[config.mk]
export PLATFORM = sky130hd
export DESIGN_NAME = countdown_timer_ctrl
export DESIGN_NICKNAME = d
export VERILOG_FILES = /design/src/rtl/timer_pkg.sv /design/src/rtl/bcd_digit_dn.sv /design/src/rtl/countdown_timer_ctrl.sv
export SDC_FILE = /design/constraint.sdc
export NUM_CORES = 1
export LEC_CHECK = 0
export CAP_MARGIN = 10
export CELL_PAD_IN_SITES_DETAIL_PLACEMENT = 0
export CELL_PAD_IN_SITES_GLOBAL_PLACEMENT = 1
export CORE_UTILIZATION = 25
export DETAILED_ROUTE_END_ITERATION = 12
export PLACE_DENSITY = 0.53
export SYNTH_ARGS = -nofsm -noshare
export SYNTH_HDL_FRONTEND = slang
export SYNTH_SLANG_ARGS = --single-unit
[constraint.sdc]
create_clock -name clk -period 3.3 [get_ports clk]
set_input_delay 0.66 -clock clk [delete_from_list [all_inputs] [get_ports clk]]
set_output_delay 0.66 -clock clk [all_outputs]
set_load 0.01 [all_outputs]
[src/rtl/timer_pkg.sv]
// timer_pkg: shared FSM encoding, BCD field limits/offsets and preset validity check for the mm:ss countdown timer
package timer_pkg;
  typedef enum logic [1:0] {IDLE = 2'd0, RUN = 2'd1, PAUSE = 2'd2, DONE = 2'd3} state_t;
  localparam logic [3:0] DIGIT_MAX = 4'd9;
  localparam logic [3:0] SEC_TENS_MAX = 4'd5;
  localparam int FIELD_LSB [4] = '{0, 4, 8, 12};
  localparam logic [3:0] FIELD_MAX [4] = '{DIGIT_MAX, SEC_TENS_MAX, DIGIT_MAX, DIGIT_MAX};
  function automatic logic bcd_valid(input logic [15:0] v);
    logic ok;
    ok = 1'b1;
    for (int i = 0; i < 4; i++) if (v[FIELD_LSB[i] +: 4] > FIELD_MAX[i]) ok = 1'b0;
    return ok;
  endfunction
endpackage

[src/rtl/bcd_digit_dn.sv]
// bcd_digit_dn: one BCD down-counting digit (clk, clr async reset, ld/ld_val load, en decrement, val digit, borrow = en at 0)
module bcd_digit_dn #(
  parameter logic [3:0] MAX = 4'd9
) (
  input  logic       clk,
  input  logic       clr,
  input  logic       ld,
  input  logic [3:0] ld_val,
  input  logic       en,
  output logic [3:0] val,
  output logic       borrow
);
  assign borrow = en && val == 4'd0;
  always_ff @(posedge clk or posedge clr)
    if (clr) val <= '0;
    else if (ld) val <= ld_val;
    else if (en) val <= borrow ? MAX : val - 4'd1;
endmodule

[src/rtl/countdown_timer_ctrl.sv]
// countdown_timer_ctrl: mm:ss BCD countdown (clk, clr async reset, start/pause/load pulses, preset in; digits, state, tick, done out)
module countdown_timer_ctrl
  import timer_pkg::*;
#(
  parameter int TICK_DIV = 50000000
) (
  input  logic        clk,
  input  logic        clr,
  input  logic        start,
  input  logic        pause,
  input  logic        load,
  input  logic [15:0] preset,
  output logic [15:0] digits,
  output logic [1:0]  state,
  output logic        tick,
  output logic        done
);
  localparam int CW = TICK_DIV > 1 ? $clog2(TICK_DIV) : 1;
  localparam logic [CW-1:0] LAST = CW'(TICK_DIV - 1);
  state_t cur, nxt;
  logic [CW-1:0] cnt, cnt_nxt;
  logic [4:0] b;
  logic dec, ld, term;
  assign dec = tick && !load;
  assign b[0] = dec;
  assign ld = (load && bcd_valid(preset)) || b[4];
  assign term = dec && digits == 16'h0001;
  assign state = cur;
  always_comb begin
    nxt = load ? IDLE :
          term ? DONE :
          start && cur == IDLE && digits != 16'h0000 ? RUN :
          start && cur == PAUSE ? RUN :
          pause && !start && cur == RUN ? PAUSE : cur;
    cnt_nxt = (load || nxt == DONE) ? '0 :
              cur == RUN ? (cnt == LAST ? '0 : cnt + CW'(1)) : cnt;
  end
  always_ff @(posedge clk or posedge clr)
    if (clr) begin
      cur  <= IDLE;
      cnt  <= '0;
      tick <= 1'b0;
      done <= 1'b0;
    end else begin
      cur  <= nxt;
      cnt  <= cnt_nxt;
      tick <= nxt == RUN && cnt_nxt == LAST;
      done <= nxt == DONE;
    end
  for (genvar i = 0; i < 4; i++) begin : g_dig
    bcd_digit_dn #(.MAX(FIELD_MAX[i])) u_dig (
      .clk    (clk),
      .clr    (clr),
      .ld     (ld),
      .ld_val (load ? preset[FIELD_LSB[i] +: 4] : digits[FIELD_LSB[i] +: 4]),
      .en     (b[i]),
      .val    (digits[FIELD_LSB[i] +: 4]),
      .borrow (b[i+1])
    );
  end
endmodule

* Yosys cells after proc, flatten, opt, wreduce, memory -nomap -nowiden
Index checks and enable logic that the tools add are counted.
** Word-level totals
- Register bits after elaboration :: 46
- Output and inout port bits :: 20
- Bits in latches :: 0
- Memories :: 0
- Logic and storage cells :: 84
- ROM bits :: 0
- RAM bits :: 0
** Operators by class
- $lt $le $gt $ge :: 4
- Multiply operators :: 0
- Shift operators :: 0
- Multiplexer cells :: 28
- Equal/unequal tests :: 8
- Divide/modulo/power cells :: 0
- $add $sub $neg :: 5
- Reduce and logical (&&, ||, !) cells :: 31
- Bitwise gates (word level) :: 0
** Operator list (count)
- 2-to-1 mux 26 bit :: 3
- 2-to-1 mux 4 bit :: 16
- equality test 26 bit (second input constant) :: 2
- adder 26 x 1 -> 26 bit (second input constant) :: 1
- equality test 16 x 1 -> 1 bit (second input constant) :: 1
- zero test 4 bit :: 4
- nonzero test 16 bit :: 1
- subtractor 4 x 1 -> 4 bit (second input constant) :: 4
- logical AND 1 bit :: 13
- greater-than comparator 4 bit (second input constant) :: 3
- 2-to-1 mux 2 bit :: 5
- AND reduction 2 bit :: 4
- nonzero test 2 bit :: 4
- equality test 2 x 1 -> 1 bit (second input constant) :: 2
- equality test 2 bit (second input constant) :: 2
- greater-than comparator 4 x 3 -> 1 bit (second input constant) :: 1
- 2-to-1 mux 1 bit :: 4
- zero test 1 bit :: 2
- zero test 2 bit :: 1
- logical OR 1 bit :: 2
- inequality test 2 bit (second input constant) :: 1

* Longest topological paths before layout
- Depth in word-level cells :: 13
- Gate-level depth with buffers :: 10
- Depth with buffers taken out :: 9

* Modules after synthesis
A second synthesis with hierarchy kept.
** Unflattened totals
- Cells, all modules :: 338
- Area total of the unflattened synthesis :: 3130.5 um^2
** By module, submodules not included
- countdown_timer_ctrl :: times used 1, area an instance 2023.2 um^2, cells each 216
- bcd_digit_dn (g_dig[2].u_dig ...) :: times used 2, area an instance 281.5 um^2, cells each 30
- bcd_digit_dn (g_dig[1].u_dig) :: times used 1, area an instance 284.0 um^2, cells each 31
- bcd_digit_dn (g_dig[0].u_dig) :: times used 1, area an instance 260.2 um^2, cells each 31

* Worst setup path before layout
OpenSTA, ideal clock, no wires.
- Path type :: register -> register
- Start point :: register cnt[0]
- End point :: register tick
- Data required time :: 3.204 ns
- Period minus slack after synthesis :: 2.470 ns
- Cell stages (with the launch flop) :: 8
- Arrival time :: 2.374 ns
- Path slack :: 0.830 ns
- Cells stage by stage :: dfrtp_1 > ha_1 > nand4b_4 > or2_4 > or4_4 > a21o_1 > a2111o_1 > nor4_2
** On the way
- Word-level cells in the longest chain between the ends :: 6
- Elaborated cells between the ends (all ways) :: 7
- Classes of those cells :: add/sub (1); eq/ne (2); mux (3); reduce/logical (1)
** RTL lines
- start: declaration :: line countdown_timer_ctrl.sv:21 : logic [CW-1:0] cnt, cnt_nxt;
- start signal: assignment :: line countdown_timer_ctrl.sv:46 : cnt <= cnt_nxt;
- adder 26 x 1 -> 26 bit or equality test 26 bit (tied branches) :: line countdown_timer_ctrl.sv:36 : cur == RUN ? (cnt == LAST ? '0 : cnt + CW'(1)) : cnt;
- 2-to-1 mux 26 bit :: line countdown_timer_ctrl.sv:36
- 2-to-1 mux 26 bit (*) :: line countdown_timer_ctrl.sv:36
- 2-to-1 mux 26 bit (*) :: line countdown_timer_ctrl.sv:35 : cnt_nxt = (load || nxt == DONE) ? '0 :
- equality test 26 bit (*) :: line countdown_timer_ctrl.sv:47 : tick <= nxt == RUN && cnt_nxt == LAST;
- logical AND 1 bit (*) :: line countdown_timer_ctrl.sv:47
- end signal: assignment :: line countdown_timer_ctrl.sv:42 : tick <= 1'b0;
- end signal: assignment :: line countdown_timer_ctrl.sv:47
- end: declaration :: line countdown_timer_ctrl.sv:15 : output logic tick,
Every way passes the cells marked *; elsewhere a longest branch is shown, timed or not.
A chain may end at the register's enable or synchronous reset.

* Final worst setup path
- Start point :: input port load
- End point :: register g_dig[0].u_dig.val[1]
** On the way
- Word-level cells in the longest chain between the ends :: 9
- Elaborated cells between the ends (all ways) :: 14
- Classes of those cells :: eq/ne (1); mux (3); reduce/logical (10)
** RTL lines
- start: declaration :: line countdown_timer_ctrl.sv:11 : input logic load,
- zero test 1 bit :: line countdown_timer_ctrl.sv:24 : assign dec = tick && !load;
- logical AND 1 bit :: line countdown_timer_ctrl.sv:24
- logical AND 1 bit (4 in a row) :: line bcd_digit_dn.sv:13 : assign borrow = en && val == 4'd0;
- logical OR 1 bit :: line countdown_timer_ctrl.sv:26 : assign ld = (load && bcd_valid(preset)) || b[4];
- inequality test 2 bit (no source line) or nonzero test 2 bit (tied branches)
- AND reduction 2 bit (no source line)
- end signal: assignment :: line bcd_digit_dn.sv:16 : else if (ld) val <= ld_val;
- end signal: assignment :: line bcd_digit_dn.sv:17 : else if (en) val <= borrow ? MAX : val - 4'd1;
- end: declaration :: line bcd_digit_dn.sv:10 : output logic [3:0] val,
Parallel ways exist; a longest one is shown, timed or not. The select of a mux whose other input is x is not followed.

==> results.yml <==
placement:
  port_buffers: 40
  dp_hpwl_um: 6082
  place_inst: 513
  gp_congestion: 0.8769
cts:
  path_clk_slew_ps: 70
  ctsHoldBuffers: 0
  post_cts_resized: 0
  cts_tree: "yes"
  cts_num_sinks: 46
  clock_latency_ps: 280
  cts_htree_levels: 2
  cts-root-buf: "clkbuf_16"
  cts_buffers: 5
  postCtsSetupBuffers: 0
  clockBufferDepth: 2
global_route:
  grtUsageMet3_pct: 1.956
  antenna_found_initial: 0
  grt_busiest_layer: "met2"
  grt.overflow.total: 0
  grt_max_degree: 21
  grt_pass1_vias: 2512
  met2_usage_pct: 22.24
  grt_pass1_wl_um: 13350
  met1_usage_pct: 21.51
  grt_usage_pct: 14.61
yosys:
  synth_ff_type: "dfrtp_1"
  synthesis.area_um2: 2895
  async_reset_ff_share_pct: 100.0
  synth_seq_cells: 46
  yosysUniqueCellTypes: 56
  netlist_top_cells_area: "dfrtp_1 40%, nor2_1 5.2%, xor2_1 4.8%"
  ys_warn_count: 0
  yosysSeqAreaShare_pct: 39.76
  synthesis.nets: 365
  synth_edf_count: 0
  synth_cells: 334
  yosys.area.top_type: "dfrtp_1"
  synth_top_cell_area_share_pct: 39.76
  postSynthAreaPerCell_um2: 8.668
critical_path:
  regToRegSetupSlack_ps: 520
  arrival_ps: 3030
  endpoint_kind: "flop"
  critical_path_class: "in2reg"
  critPathMaxFanout: 13
  start_kind: "input pin"
  required_ps: 3460
timing:
  slew_violations: 0
  fmax_ghz: 0.3487
  relSlewSlack_pct: 30.01
  fin_tns_setup_ps: 0
  clock_skew_ps: 6.542
  finalSetupViolCount: 0
  fin_crit_sh_pct: 86.90
  rsz0062_at_grt: "false"
  period_minus_slack_ps: 2868
  tightest_slew_ps: 1050
  final_hold_viol_count: 0
floorplanning:
  rows: 38
  io_pins: 41
  core_area_um2: 11080
  die_y_um: 109.6
  die-area_um2: 12020
  start_util_pct: 26.14
  die_w_um: 109.6
finish:
  layout-drive-gt1-share_pct: 7.087
  nNetsFinal: 411
  synthToLayoutAreaGrowth_pct: 26.10
  final_cell_mix: "46 x dfrtp_1, 40 x nor2_1, 40 x clkdlybuf4s50_1"
  final_cells: 521
  diodes: 0
  final_common_cell: "dfrtp_1"
pwr:
  vdd_drop_max_uv: 220.5
  p_per_area_nw_per_um2: 536.1
  leakage_uw: 0.001538
drt:
  drt_wl_total_um: 7973
  initialDrtViolationCount: 151
  via_per_inst: 4.808
  vias: 2505
  antenna_left: 0
  drt-pass1-iter-count: 4
  wl_per_cell_um: 15.30
  drc: 0
run:
  maxCapViolations: 0
outcome:
  status: "finished clean"
min_path:
  worstHoldPathType: "reg2reg"
[path summary, 6_finish.rpt]
path / end / cells past startpoint / start
max: g_dig[0].u_dig.val[1] / 9 / load
min: cnt[25] / 2 / cnt[25]
max reg2reg: tick / 8 / cnt[0]
min reg2reg: cnt[25] / 2 / cnt[25]
max in group asynchronous: g_dig[1].u_dig.val[2] / 3 / clr
min in group asynchronous: cnt[14] / 2 / clr
[Yosys cell counts (all sizes together) (4+ instances only)]
| cell type | instances |
|---|---|
| dfrtp | 46 |
| nor2 | 40 |
| nand2 | 28 |
| o21ai | 26 |
| nand3 | 20 |
| a21oi | 19 |
| xor2 | 16 |
| inv | 13 |
| nor3 | 11 |
| and3 | 10 |
| ha | 10 |
| xnor2 | 10 |
| buf | 7 |
| nand4 | 7 |
| nor4 | 6 |
| nand2b | 5 |
| nor2b | 5 |
| a21o | 4 |
| clkbuf | 4 |
| or3 | 4 |
[registers in the layout, indices dropped and copies added (netlist names)]
signal           count
tick                 1
g_dig.u_dig.val     16
state                2
cnt                 26
done                 1
[through the flow]
step / util [%] / hold slack (ps) / setup slack (ps) / power (uW) / area (um2)
6_report: 32.96 / 542.5 / 432.2 / 1957 / 3651
5_1_grt: 32.96 / 581.7 / 291.2 / 2095 / 3651
3_5_place_dp: 31.47 / 539.8 / 159.0 / 1399 / 3486
2_1_floorplan: - / 497.7 / 830.4 / 1081 / 2895
4_1_cts: 32.96 / 557.0 / 439.6 / 1992 / 3651
3_3_place_gp: 31.47 / 530.4 / 232.1 / 1416 / 3486
[where the power goes]
part / total [uW] / leakage [uW] / switching [uW] / internal [uW]
clock network: 570 / 0.0000836 / 216 / 355
logic: 610 / 0.000849 / 285 / 325
registers: 777 / 0.000606 / 122 / 656
total: 1960 / 0.00154 / 622 / 1340
[logic make-up (layout without fill, tap and decap cells)]
group / count (synthesis) / in the layout / share of synthesized area [%]
mux: 2 / 2 / 0.6915
flops: 46 / 46 / 39.76
buf+inv: 24 / 71 / 3.760
xor+xnor: 26 / 26 / 7.865
fa+ha+maj: 10 / 10 / 4.322
compound gates: 70 / 70 / 14.78
simple gates: 156 / 156 / 28.82
[layer usage]
layer / wire [um] / vias up
li1: - / 1276
met1: 4162 / 1177
met2: 3474 / 50
met3: 275 / 2
met4: 61 / 0
met5: 0 / -
[critical path, stage by stage]
cell	delay, ps
clkdlybuf4s50_1	480
nor2b_1	70
and3_1	180
and2_1	150
a21oi_1	830
a21oi_1	170
buf_4	200
a211oi_1	220
a21oi_1	60
[final cells by class]
| cell class | instances | area (um2) |
|---|---|---|
| inverter | 13 | 48.80 |
| tap | 140 | 175.2 |
| sequential | 46 | 1151 |
| clock inverter | 3 | 40.04 |
| timing repair buffer | 50 | 475.5 |
| fill | 1177 | 7427 |
| multi-input combinational | 264 | 1635 |
| clock buffer | 5 | 125.1 |
Power figures use the tool's default switching activity.
